**config.mk**
```make
export PLATFORM = sky130hd
export DESIGN_NAME = memory_pipeline_unit
export DESIGN_NICKNAME = d
export VERILOG_FILES = /design/src/rtl/pipeline_pkg.sv /design/src/rtl/idecoder.sv /design/src/rtl/memory_pipeline_unit.sv
export SDC_FILE = /design/constraint.sdc
export NUM_CORES = 1
export LEC_CHECK = 0
export ABC_CLOCK_PERIOD_IN_PS = 1900
export CAP_MARGIN = 20
export CORE_ASPECT_RATIO = 0.75
export CORE_MARGIN = 1
export CORE_UTILIZATION = 39
export CTS_CLUSTER_SIZE = 30
export DETAILED_ROUTE_END_ITERATION = 7
export PLACE_DENSITY = 0.8
export REMOVE_ABC_BUFFERS = 1
export SLEW_MARGIN = 40
export SYNTH_ARGS = -nofsm -noshare
export SYNTH_HDL_FRONTEND = slang
export SYNTH_HIERARCHICAL = 1
export SYNTH_SLANG_ARGS = --single-unit
```
**constraint.sdc**
```tcl
create_clock -name clk -period 1.9 [get_ports clk]
set_input_delay 0.285 -clock clk [delete_from_list [all_inputs] [get_ports clk]]
set_output_delay 0.285 -clock clk [all_outputs]
set_load 0.02 [all_outputs]
```
**src/rtl/pipeline_pkg.sv**
```systemverilog
// Shared definitions for the memory pipeline stage: NOP encoding,
// memory-stage FSM states and load/store field positions.
package pipeline_pkg;

  // Architectural NOP used for reset, flush and stall bubbles.
  localparam logic [31:0] NOP_INSTR = 32'hE320F000;

  typedef enum logic [1:0] {
    MEM_IDLE,
    MEM_WAIT,
    MEM_FAULT
  } mem_state_t;

  // Load/store class field and L (load) bit positions.
  localparam int LS_CLASS_HI = 27;
  localparam int LS_CLASS_LO = 26;
  localparam int LS_L_BIT    = 20;

endpackage

```
**src/rtl/idecoder.sv**
```systemverilog
// Instruction field decoder: base register, destination register and a
// 7-bit opcode made of the class and operation fields.
module idecoder (
  input  logic [31:0] instr,
  output logic [3:0]  rn,
  output logic [3:0]  rd,
  output logic [6:0]  opcode
);

  // Bits not needed by this decoder; folded so they are visibly consumed.
  logic unused_bits;

  assign rn          = instr[19:16];
  assign rd          = instr[15:12];
  assign opcode      = instr[27:21];
  assign unused_bits = ^{instr[31:28], instr[20], instr[11:0]};

endmodule

```
**src/rtl/memory_pipeline_unit.sv**
```systemverilog
// Memory-stage pipeline register and data-memory handshake controller.
// Optional feature: define MEM_STAGE_TIMEOUT_EN to add an access timeout
// that moves the stage into a sticky FAULT condition.
//
// Handshake: mem_req is a level request held (with the instruction frozen)
// until a cycle where mem_ready=1; that cycle completes the access and the
// next instruction is latched at the same edge. flush aborts any access.
module memory_pipeline_unit
  import pipeline_pkg::*;
#(
  parameter int PC_W        = 7,
  parameter int MEM_TIMEOUT = 16
) (
  input  logic            clk,
  input  logic            rst,
  input  logic [31:0]     instr_in,
  input  logic [PC_W-1:0] pc_in,
  input  logic            flush,
  input  logic            mem_ready,
  output logic [31:0]     instr_out,
  output logic [PC_W-1:0] pc_out,
  output logic [3:0]      rn,
  output logic [3:0]      rt,
  output logic [6:0]      opcode,
  output logic            mem_req,
  output logic            mem_we,
  output logic            sel_load,
  output logic            stall,
  output logic            mem_fault,
  output mem_state_t      state_dbg
);

  logic [31:0]     instr_reg;
  logic [PC_W-1:0] pc_reg;
  mem_state_t      state;
  logic            is_mem;
  logic            is_load;

`ifdef MEM_STAGE_TIMEOUT_EN
  localparam int CNT_W = $clog2(MEM_TIMEOUT + 1);
  logic [CNT_W-1:0] wait_cnt;
`else
  // Timeout length only matters when the timeout feature is built in.
  localparam int unused_timeout = MEM_TIMEOUT;
`endif

  idecoder u_idecoder (
    .instr  (instr_reg),
    .rn     (rn),
    .rd     (rt),
    .opcode (opcode)
  );

  // Memory-class decode of the held instruction and handshake outputs.
  always_comb begin
    is_mem    = (instr_reg[LS_CLASS_HI:LS_CLASS_LO] == 2'b01);
    is_load   = is_mem & instr_reg[LS_L_BIT];
    mem_req   = is_mem & (state != MEM_FAULT);
    mem_we    = is_mem & ~instr_reg[LS_L_BIT];
    sel_load  = is_load;
    stall     = (mem_req & ~mem_ready) | (state == MEM_FAULT);
    instr_out = stall ? NOP_INSTR : instr_reg;
    pc_out    = pc_reg;
    state_dbg = state;
  end

`ifndef MEM_STAGE_TIMEOUT_EN
  assign mem_fault = 1'b0;
`endif

  // Stage register and access FSM; priority rst > flush > stall > load.
  always_ff @(posedge clk) begin
    if (rst) begin
      instr_reg <= NOP_INSTR;
      pc_reg    <= '0;
      state     <= MEM_IDLE;
`ifdef MEM_STAGE_TIMEOUT_EN
      wait_cnt  <= '0;
      mem_fault <= 1'b0;
`endif
    end else if (flush) begin
      instr_reg <= NOP_INSTR;
      pc_reg    <= '0;
      state     <= MEM_IDLE;
`ifdef MEM_STAGE_TIMEOUT_EN
      wait_cnt  <= '0;
`endif
    end else begin
      if (!stall) begin
        instr_reg <= instr_in;
        pc_reg    <= pc_in;
      end
      case (state)
        MEM_IDLE: begin
          if (mem_req && !mem_ready) begin
            state <= MEM_WAIT;
`ifdef MEM_STAGE_TIMEOUT_EN
            wait_cnt <= CNT_W'(1);
`endif
          end
        end
        MEM_WAIT: begin
          if (mem_ready) begin
            state <= MEM_IDLE;
`ifdef MEM_STAGE_TIMEOUT_EN
            wait_cnt <= '0;
          end else if (wait_cnt == CNT_W'(MEM_TIMEOUT)) begin
            state     <= MEM_FAULT;
            mem_fault <= 1'b1;
          end else begin
            wait_cnt <= wait_cnt + CNT_W'(1);
`endif
          end
        end
        MEM_FAULT: state <= MEM_FAULT;
        default:   state <= MEM_IDLE;
      endcase
    end
  end

endmodule

```
* Word level (Yosys, flattened, before mapping) *
Cells that the tools add are included.

word-level totals
  register bits after elaboration = 41
  bits in latches = 0
  bits in writable memories = 0
  memory bits (read-only) = 0
  output and inout bits = 61
  word-level logic and storage cells = 25
  memories = 0

operators by class
  add/sub/neg operators = 0
  $mul = 0
  div/mod/pow operators = 0
  magnitude comparators = 0
  equal/unequal tests = 6
  shift-type cells = 0
  mux-type cells = 4
  bitwise operators = 7
  reduce and logical (&&, ||, !) cells = 5

operators with widths
  kind                count
  $mux 32             1
  $ne 2x2->1 const B  3
  $pmux 2 s3          1
  $and 1x1->1         4
  $eq 2x1->1 const B  2
  $mux 2              2
  $eq 2x2->1 const B  1
  $logic_not 2->1     1
  $not 1->1           2
  $reduce_and 2->1    1
  $reduce_or 2->1     1
  $logic_and 1x1->1   1
  $logic_not 1->1     1
  $or 1x1->1          1

* Longest topological paths before layout *
Gate-level depths: netlist (run 1).

  depth in word-level cells = 5
  depth in mapped cells = 6
  gate-level depth less buffers = 3

* Cells and area by module *
The synthesis (run 1) kept the hierarchy.

by module, submodules not included
  module                instances  cells an instance  area an instance (µm²)  sequential area each (µm²)
  memory_pipeline_unit  1          233                1838.0                  820.8
  idecoder              1          15                 112.6                   0.0

* Worst setup path before layout (run 1) *
OpenSTA, ideal clock, no wires.

  kind = reg-to-output
  start = register state[0], in the netlist state_dbg[0]
  end = output port instr_out[26]
  data arrival time = 1.322 ns
  data required time = 1.615 ns
  path slack = 0.293 ns
  stages on the path, launching flop included = 5
  cell sequence = dfxtp_1 nand2b_1 buf_2 buf_1 and3_1

on the way
  longest elaborated chain between the ends = 5

RTL lines
  what                      RTL line                    source
  start: declaration        memory_pipeline_unit.sv:35  mem_state_t state;
  start signal: assignment  memory_pipeline_unit.sv:76  state <= MEM_IDLE;
  start signal: assignment  memory_pipeline_unit.sv:84  state <= MEM_IDLE;
  start signal: assignment  memory_pipeline_unit.sv:96  state <= MEM_WAIT;
  $ne 2x2->1                memory_pipeline_unit.sv:58  mem_req = is_mem & (state != MEM_FAULT);
  $and 1x1->1               memory_pipeline_unit.sv:58
  $and 1x1->1               memory_pipeline_unit.sv:61  stall = (mem_req & ~mem_ready) | (state == MEM_FAULT);
  $or 1x1->1 (*)            memory_pipeline_unit.sv:61
  $mux 32 (*)               memory_pipeline_unit.sv:62  instr_out = stall ? NOP_INSTR : instr_reg;
  end: declaration          memory_pipeline_unit.sv:20  output logic [31:0] instr_out,

Mark *: on every way between the ends. The rest lies on a longest branch, timed or not.

* Final worst setup path (run 1) *
  start = register instr_reg[26]
  end = output port instr_out[4]

on the way
  longest elaborated chain between the ends = 5

RTL lines
  what                      RTL line                    source
  start: declaration        memory_pipeline_unit.sv:33  logic [31:0] instr_reg;
  start signal: assignment  memory_pipeline_unit.sv:90  instr_reg <= instr_in;
  $eq 2x1->1                memory_pipeline_unit.sv:56  is_mem = (instr_reg[LS_CLASS_HI:LS_CLASS_LO] == 2'b01);
  $and 1x1->1               memory_pipeline_unit.sv:58
  $and 1x1->1               memory_pipeline_unit.sv:61
  $or 1x1->1                memory_pipeline_unit.sv:61
  $mux 32                   memory_pipeline_unit.sv:62

Every way passes these cells.

==> results of run 1 <==
## per-layer routing
layer	up-vias	share of wire [%]	global-route usage, %
met5	-	0	0
met4	0	0.97	6.36
met3	8	5.0	4.85
met2	72	48	39.8
met1	1037	46	29.9
li1	1051	-	-
## final cells by class
class                   instances  area [sq um]  area share (%)
multi-input cells             161           946            28.8
well taps                      57          71.3            2.17
clock inverters                 1          30.0           0.914
clock buffers                   7          86.3            2.63
flip-flops and latches         41           823            25.1
repair buffers                136          1320            40.2
inverters                       2          7.51           0.228
## synth_stat cells
cell type | instances | area share [%]
clkbuf_1 | 14 | 2.7
a2111oi_0 | 1 | 0.45
nand2_1 | 1 | 0.19
nand3_1 | 48 | 12
a21oi_1 | 27 | 6.9
and2_1 | 1 | 0.32
or2_2 | 1 | 0.32
o221a_2 | 1 | 0.58
o21ai_0 | 38 | 9.7
buf_1 | 5 | 0.96
buf_6 | 3 | 1.7
conb_1 | 1 | 0.19
nand2_4 | 1 | 0.58
nor2_1 | 6 | 1.2
buf_4 | 16 | 6.2
or3b_1 | 1 | 0.45
nor2b_1 | 1 | 0.32
nor3b_2 | 1 | 0.64
or3_1 | 10 | 3.2
nand2b_1 | 2 | 0.64
inv_1 | 2 | 0.39
and3_1 | 20 | 6.4
buf_2 | 6 | 1.5
dfxtp_1 | 41 | 42
## logic make-up (layout without fill, tap and decap cells)
family / after synthesis / count (layout) / share of synthesized area, %
buffers and inverters: 46 / 146 / 13.5
DFF: 41 / 41 / 42.1
and+or+nand+nor: 93 / 93 / 26.6
AOI/OAI and AO/OA: 67 / 67 / 17.7
other: 1 / 1 / 0.192
## per-stage QoR
stage,worst slack (ns),power [uW]
after floorplan,-0.451,1090
after global placement,-0.504,1320
after detailed placement,-0.506,1320
after CTS,-0.0553,2030
after global routing,-0.0860,2130
final,-0.0393,2050
## worst max-delay path: stages (launching register included)
cell,delay [ns]
dfxtp_2,0.33
or3b_4,0.45
buf_6,0.15
buf_12,0.13
and3_4,0.18
buf_6,0.13
## layout by cell type (no fill, tap or decap), drive strengths merged, types with 4 or more instances in the layout
cell type      instances
clkdlybuf4s50         65
and3                  20
dfxtp                 41
nand3                 48
nor2                   6
dlygate4sd2            4
buf                   63
o21ai                 38
a21oi                 27
clkbuf                10
or3                   10
## how the worst min path moves through the flow
stage                  start            end  slack [ns]  cells after the start
2_1_floorplan      mem_ready   state_dbg[0]        0.37                      1
3_3_place_gp   instr_reg[11]  instr_reg[11]        0.46                      2
3_5_place_dp   instr_reg[28]  instr_reg[28]        0.46                      2
4_1_cts            mem_ready   state_dbg[0]        0.45                      3
5_1_grt            mem_ready   state_dbg[0]        0.45                      3
6_report           mem_ready   state_dbg[0]        0.45                      3
## timing repair
| item | in CTS | in global routing |
|---|---|---|
| resized for setup | 146 | 45 |
| buffers inserted | 6 | 2 |
| pin swaps | 1 | 2 |
| endpoints found under the setup margin | 36 | 20 |
| gates cloned | 3 | 0 |
## power by group
group,switching [uW],internal (uW)
registers,19.9,896
clock network,293,428
logic,182,231
total,495,1550
==> summary.md, run 1 <==
| Metric | Value |
|---|---|
| Status | `finished with violations` |
| Failing checks | `setup timing` |
| # IOs | `104` |
| Post-DRT Antenna Nets | `0` |
| Slew Limit Fails | `0` |
| Die width | `83.7 um` |
| Layout Cells excl Fill | `405` |
| Vias in the first global route | `about 2,000` |
| Crit path kind | `reg2out` |
| Vias/cell | `approximately 5.4` |
| Power Density | `approximately 620 nW/um^2` |
| Mapped Avg Cell Area | `7.87 sq um` |
| Placed Area | `3020 sq um` |
| Dpl hpwl | `between 3000 and 4000 um` |
| Synth-to-Final Area Change | `68.4%` |
| Initial Util | `42.2%` |
| Largest net degree at the start of global routing | `33` |
| Num rows | `21` |
| Final wirelength | `roughly 6400 um` |
| Max Cap Viol | `0` |
| Drt wl/cell | `15.7 um` |
| RR Endpoint | `instr_reg[4]` |
| Die height | `63.2 um` |
| Initial antenna violation count | `0` |
| #FFs+latches synth | `41` |
| Worst hold path type | `in2reg` |
| Critical path required time | `~1.6 ns` |
| DR iter-0 viols | `128` |
| Cts hold-fix bufs | `0` |
| Root Driver | `clkbuf_8` |
| Worst vdd ir | `0.332 mV` |
| RePlAce Congestion | `around 0.77` |
| GRT overflow | `0` |
| Clk Latency, worst-skew pair | `0.29 ns` |
| Flip-flop count of the largest register after layout | `32` |
| Worst reg2reg path startpoint | `instr_reg[26]` |
| PortBufs | `102` |
| Final core occ | `71.0%` |
| Max clock buf depth | `2` |
| Final-layout fill cell count | `388` |
| YS warnings | `6` |
| RSZ-0062 raised after global routing | `true` |
| Crit. End Element | `output port` |
| Diode count | `0` |
| Critical path startpoint | `instr_reg[26]` |
| Clock skew | `~0.0027 ns` |
| FMAX | `516 MHz` |
| Clock Sinks | `a little over 40` |
| Leakage | `0.00141 uW` |
| Setup crit start kind | `register` |
| Post-Synthesis Cell Area | `1950 sq um` |
| Setup slack, reg-to-reg | `0.08 ns` |
| Clock slew at reported path FFs | `0.07 ns` |
| CTS buffer count | `5` |
| Hold slack | `between 0.4 and 0.5 ns` |
| Synth unique cells | `24` |
| FF-to-FF path depth | `8` |
| Syn Inst Count | `248` |
| Final setup margin | `-0.0393 ns` |
| Final Hold Vio Count | `0` |
| Vias | `2,168` |
| CTS tree | `done` |
| Nets | `390` |
| GRT Overall Usage | `between 20% and 30%` |
| Share of post-route cells with drive strength above 1 | `27.3%` |
| Post-layout min period | `around 1.9 ns` |
| Core area | `4620 sq um` |
| Setup crit end | `instr_out[4]` |
| DR DRC count | `0` |
| Worst Path Max Fanout | `7` |
| CP arrival | `1.65 ns` |
| Placed insts | `387` |
| DRT Pass-1 Iters | `4` |
| First-pass GRT wire length | `9890 um` |
| Final worst-path cycle share | `102%` |
| Setup Total Neg Slack | `-0.200 ns` |
| Setup Viol. Count Final | `7` |
| Post-route cell area | `3290 sq um` |
| H-tree depth | `2` |
| Post-synthesis sequential area ratio | `42.1%` |
| Full die area | `5290 sq um` |
No activity file was read; power rests on OpenSTA's default activity.
==> inputs of run 2 (changes only) <==
--- a/config.mk
+++ b/config.mk
@@ -14,7 +14,6 @@
 export DETAILED_ROUTE_END_ITERATION = 7
 export PLACE_DENSITY = 0.8
 export REMOVE_ABC_BUFFERS = 1
-export SLEW_MARGIN = 40
 export SYNTH_ARGS = -nofsm -noshare
 export SYNTH_HDL_FRONTEND = slang
 export SYNTH_HIERARCHICAL = 1
==> results of run 2 <==
The final DEF is identical to that of run 1; final timing and power are the same.
==> variant 1: new RTL, config.mk and constraints of run 1 <==
Build with the macro `MEM_STAGE_TIMEOUT_EN` defined.
--- a/src/rtl/memory_pipeline_unit.sv
+++ b/src/rtl/memory_pipeline_unit.sv
@@ -5,6 +5,8 @@
 // Handshake: mem_req is a level request held (with the instruction frozen)
 // until a cycle where mem_ready=1; that cycle completes the access and the
 // next instruction is latched at the same edge. flush aborts any access.
+`define MEM_STAGE_TIMEOUT_EN
+
 module memory_pipeline_unit
   import pipeline_pkg::*;
 #(
Check against the original RTL: same outputs for any inputs over 10 cycles, from zero or initial values and one cycle with rst high; that may be too few to reach the edited logic, so the function may still have changed.
==> variant 1 against run 1 <==
Non-clock buffer count is 6 lower. Synthesized area is 17% higher. Sequential share of layout area is 2.5 points higher. Critical path depth stayed put. Total power is 3.7% higher. Utilization is 8.9 points lower. Cell area is 3.9% higher. Clock skew is 0.0014 ns higher. Global-route usage is 1.4 points lower. Critical endpoint is now instr_out[24]. Die area is 17% higher. Sequential cell count is 6 higher. Setup slack better by 0.088 ns. Routed wire length is 4.0% higher.
==> variant 1: results (changes against run 1) <==
status finished clean; main flop type after synthesis dfxtp_1; clk root buf clkbuf_8; placed cells 449 (+16%); gr usage total 21.9% (-1.4 points); vias in the first global route 2,250 (+10%); Synth warnings 6 (unchanged); crit path from instr_reg[26]; final non-filler cell total 456 (+13%); first-pass detailed-route iteration total 4 (unchanged); multiplexer area fraction after synthesis 0.930% (+0.93 points); Final Skew 0.00413 ns (+0.00142 ns); most area-consuming cells after synthesis dfxtp_1 (41%), nand3_1 (11%), o21ai_0 (8.1%), a21oi_1 (6.3%), and3_1 (5.5%); CP max-delay cell or3_4; Filler Cells Inserted 496 (+28%); XOR/XNOR share of the synthesized area 0% (unchanged); highest cell delay on the worst timing path 0.36 ns (-0.09 ns); share of cells above drive strength 1 20.2% (-7.1 points); Synth Area in Compound Gates 19.6% (+1.9 points); clk slew on worst S/H paths 0.08 ns; Synth Area in Adders 1.09% (+1.1 points); largest net degree at the start of global routing 46 (+39%); Worst-Skew Late Latency 0.29 ns (about the same); routability cong. 0.773 (+0.23%); routed vias/inst 5.29 (-1.2%); HP Start instr_reg[8]; antenna-violating nets left 0 (unchanged); # diodes 0 (unchanged); Worst EP arrival 1.57 ns (-0.08 ns); sequential area share after synthesis 41.1% (-0.94 points); Yosys cell types 36 (+50%); slack of the worst reg-to-reg path 0.21 ns (+0.13 ns); Gate Count Post-Synth 289 (+17%); P_leak 1.46 nW (+3.9%); NumNets Final 426 (+9.2%); DR WL/cell 14.5 um (-7.7%); H-tree levels 2 (unchanged); Peak VDD IR 0.000315 V (-5.0%); Starting DRT DRC Count 66 (-48%); # port buffers 103 (+0.98%); most instantiated cells after synthesis nand3_1 (51), dfxtp_1 (47), o21ai_0 (37), a21oi_1 (29); Crit Path Max Fanout 17 (+10); first-pass GRT wire length 10,700 um (+8.4%); Num CTS Buffers 5 (unchanged); Final HPWL DP 4540 um (+14%); min-delay worst type flop to flop; initial antenna violation count 0 (unchanged); post-synthesis async set-or-reset flop share 0% (unchanged); clock buffer depth 2 (unchanged); max FFs per register 32 (unchanged)
==> variant 1: path summary, 6_finish.rpt <==
kind | cells past startpoint | endpoint
worst max-delay path | 5 | instr_out[24]
worst min-delay path | 2 | instr_reg[8]
worst max register to register | 5 | wait_cnt[1]
worst min register to register | 2 | instr_reg[8]
==> variant 1: routing by layer <==
layer	GRT usage (%)	vias up	share of wire, %
met3	5.33	2	4.9
met1	29.0	1149	49
met2	35.7	70	46
met4	6.45	0	0.42
li1	-	1191	-
met5	0	-	0
==> variant 1: final cells by class <==
class / count / area share, %
multi-input combinational: 190 / 32.8
clock buffer: 6 / 2.13
inverter: 7 / 0.770
tap: 75 / 2.75
clock inverter: 1 / 0.879
timing repair buffer: 130 / 33.1
sequential: 47 / 27.6
==> variant 1: kinds of logic after synthesis <==
logic type	after synthesis
AO/OA/AOI/OAI	78
multiplexers	2
buffers and inverters	52
flip-flops	47
AND/OR/NAND/NOR	108
adder cells (fa/ha/maj)	2
==> variant 1: through the flow <==
stage | setup slack (ns) | hold WS (ns) | power [mW] | instance area (um2) | TNS, ns
after floorplan | -1.18 | 0.357 | 1.22 | 2060 | -61.51
after global placement | -0.482 | 0.454 | 1.45 | 3420 | -15.44
after detailed placement | -0.501 | 0.465 | 1.46 | 3420 | -15.65
after CTS | 0.0113 | 0.441 | 2.14 | 3410 | 0
after global routing | -0.000644 | 0.486 | 2.22 | 3410 | -0.000644
final | 0.0489 | 0.478 | 2.13 | 3410 | 0
==> variant 1: critical path, delay by kind of cell, from the launching register on <==
family	cells	cell delay (ns)
AND/OR/NAND/NOR	2	0.51
buffers and inverters	3	0.43
flip-flops	1	0.32
==> variant 1: what timing repair did <==
action	4_1_cts	5_1_grt
cloned	0	0
setup endpoints to repair	36	12
gates resized for setup	138	8
setup buffers	0	1
pin swaps	0	1
endpoints found under the hold margin	0	0
==> variant 1: report_power, final <==
| part | total, mW | internal [mW] | switching (mW) | leakage [nW] |
|---|---|---|---|---|
| sequential | 1.04 | 1.02 | 0.0198 | 0.385 |
| combinational | 0.375 | 0.199 | 0.176 | 1.03 |
| clock | 0.710 | 0.386 | 0.324 | 0.0513 |
| total | 2.13 | 1.61 | 0.520 | 1.46 |
==> variant 2: new RTL, flow settings as in run 1 <==
Made on the original files. Reset style: asynchronous (`rst`), changed in one clocked block.
--- a/src/rtl/memory_pipeline_unit.sv
+++ b/src/rtl/memory_pipeline_unit.sv
@@ -69,7 +69,7 @@
 `endif
 
   // Stage register and access FSM; priority rst > flush > stall > load.
-  always_ff @(posedge clk) begin
+  always_ff @(posedge clk or posedge rst) begin
     if (rst) begin
       instr_reg <= NOP_INSTR;
       pc_reg    <= '0;
Check against the original RTL: differs if rst is asserted again (counterexample within 4 cycles, from zero or initial values and one cycle with rst high); with rst held inactive, the same outputs for 10 cycles.
==> variant 2 against run 1 <==
Total power increased by 1.9%. Cell area decreased by 0.46%. Clock power decreased by 20%. Register-to-register slack improved by 0.40 ns. Routed wire length decreased by 22%. Cell count increased by 0.49%. Combinational power increased by 31%. Synthesized area increased by 13%. Setup slack improved by 0.11 ns. Sequential cell count unchanged.
==> variant 2: results (changes against run 1) <==
Starting DRT DRC Count 42 (-67%); Worst EP arrival 1.54 ns (-0.11 ns); Peak VDD IR 0.000332 V (about the same); post-synthesis async set-or-reset flop share 100% (+100 points); min-delay worst type primary input to async pin; Gate Count Post-Synth 232 (-6.5%); Signal buffers 124 (-8.8%); non-clk buf share 33.4% (-6.8 points); sequential area share after synthesis 47.1% (+5.1 points); Sw Pwr 0.581 mW (+18%); multi-input gate share of total cell area 28.6% (-0.17 points); Reg area 1040 um2 (+26%); first-pass GRT wire length 8050 um (-19%); pre-CTS setup slack -0.389 ns (+0.117 ns); NumNets Final 374 (-4.1%); highest cell delay on the worst timing path 0.38 ns (-0.07 ns); sequential power share 46.5% (+1.8 points); P_leak 1.71 nW (+21%); drt total wl 4980 um (-22%); seq_cells 41 (unchanged); most instantiated cells after synthesis nand2_1 (52), mux2i_1 (36), dfrtp_1 (31), nor2_1 (24), and2_1 (21); placed cell areas 3310 um2 (+9.7%); Layout clock area frac 2.75% (-0.79 points); status finished clean; Crit Path Max Fanout 17 (+10); Final Skew 0.00608 ns (+0.00337 ns); share of cells above drive strength 1 22.9% (-4.4 points); Setup Fix Bufs, Post-CTS 0 (-6); clock network fraction of total power 27.5% (-7.7 points)
==> variant 2: worst register-to-register path, stage by stage, from the launching register on <==
cell      delay [ns]
dfrtp_1         0.38
nand2b_4        0.15
o21a_4          0.24
buf_16          0.17
buf_4           0.15
a31o_2          0.23
==> variant 2: cells by family after synthesis <==
group           after synthesis  synth area share, %
simple gates                110                 23.0
flops                        41                 47.1
buf+inv                      37                 10.7
mux                          36                 16.4
compound gates                7                 2.61
other cells                   1                0.170
==> variant 2: final timing paths <==
check	start	cells past startpoint	slack [ns]	to
setup / recovery	instr_reg[27]	5	0.07	instr_out[9]
hold / removal	rst	2	0.27	instr_reg[17]
setup reg to reg	instr_reg[27]	5	0.48	instr_reg[27]
hold reg to reg	instr_reg[12]	2	0.52	instr_reg[12]
max in group asynchronous	rst	3	1.10	instr_reg[14]
min in group clk	mem_ready	2	0.31	state_dbg[0]
==> variant 2: metal layers <==
layer,GRT usage [%],routed length [um]
met1,21.3,2180
met5,0,0
met3,4.71,346
met4,4.84,23
met2,31.8,2430
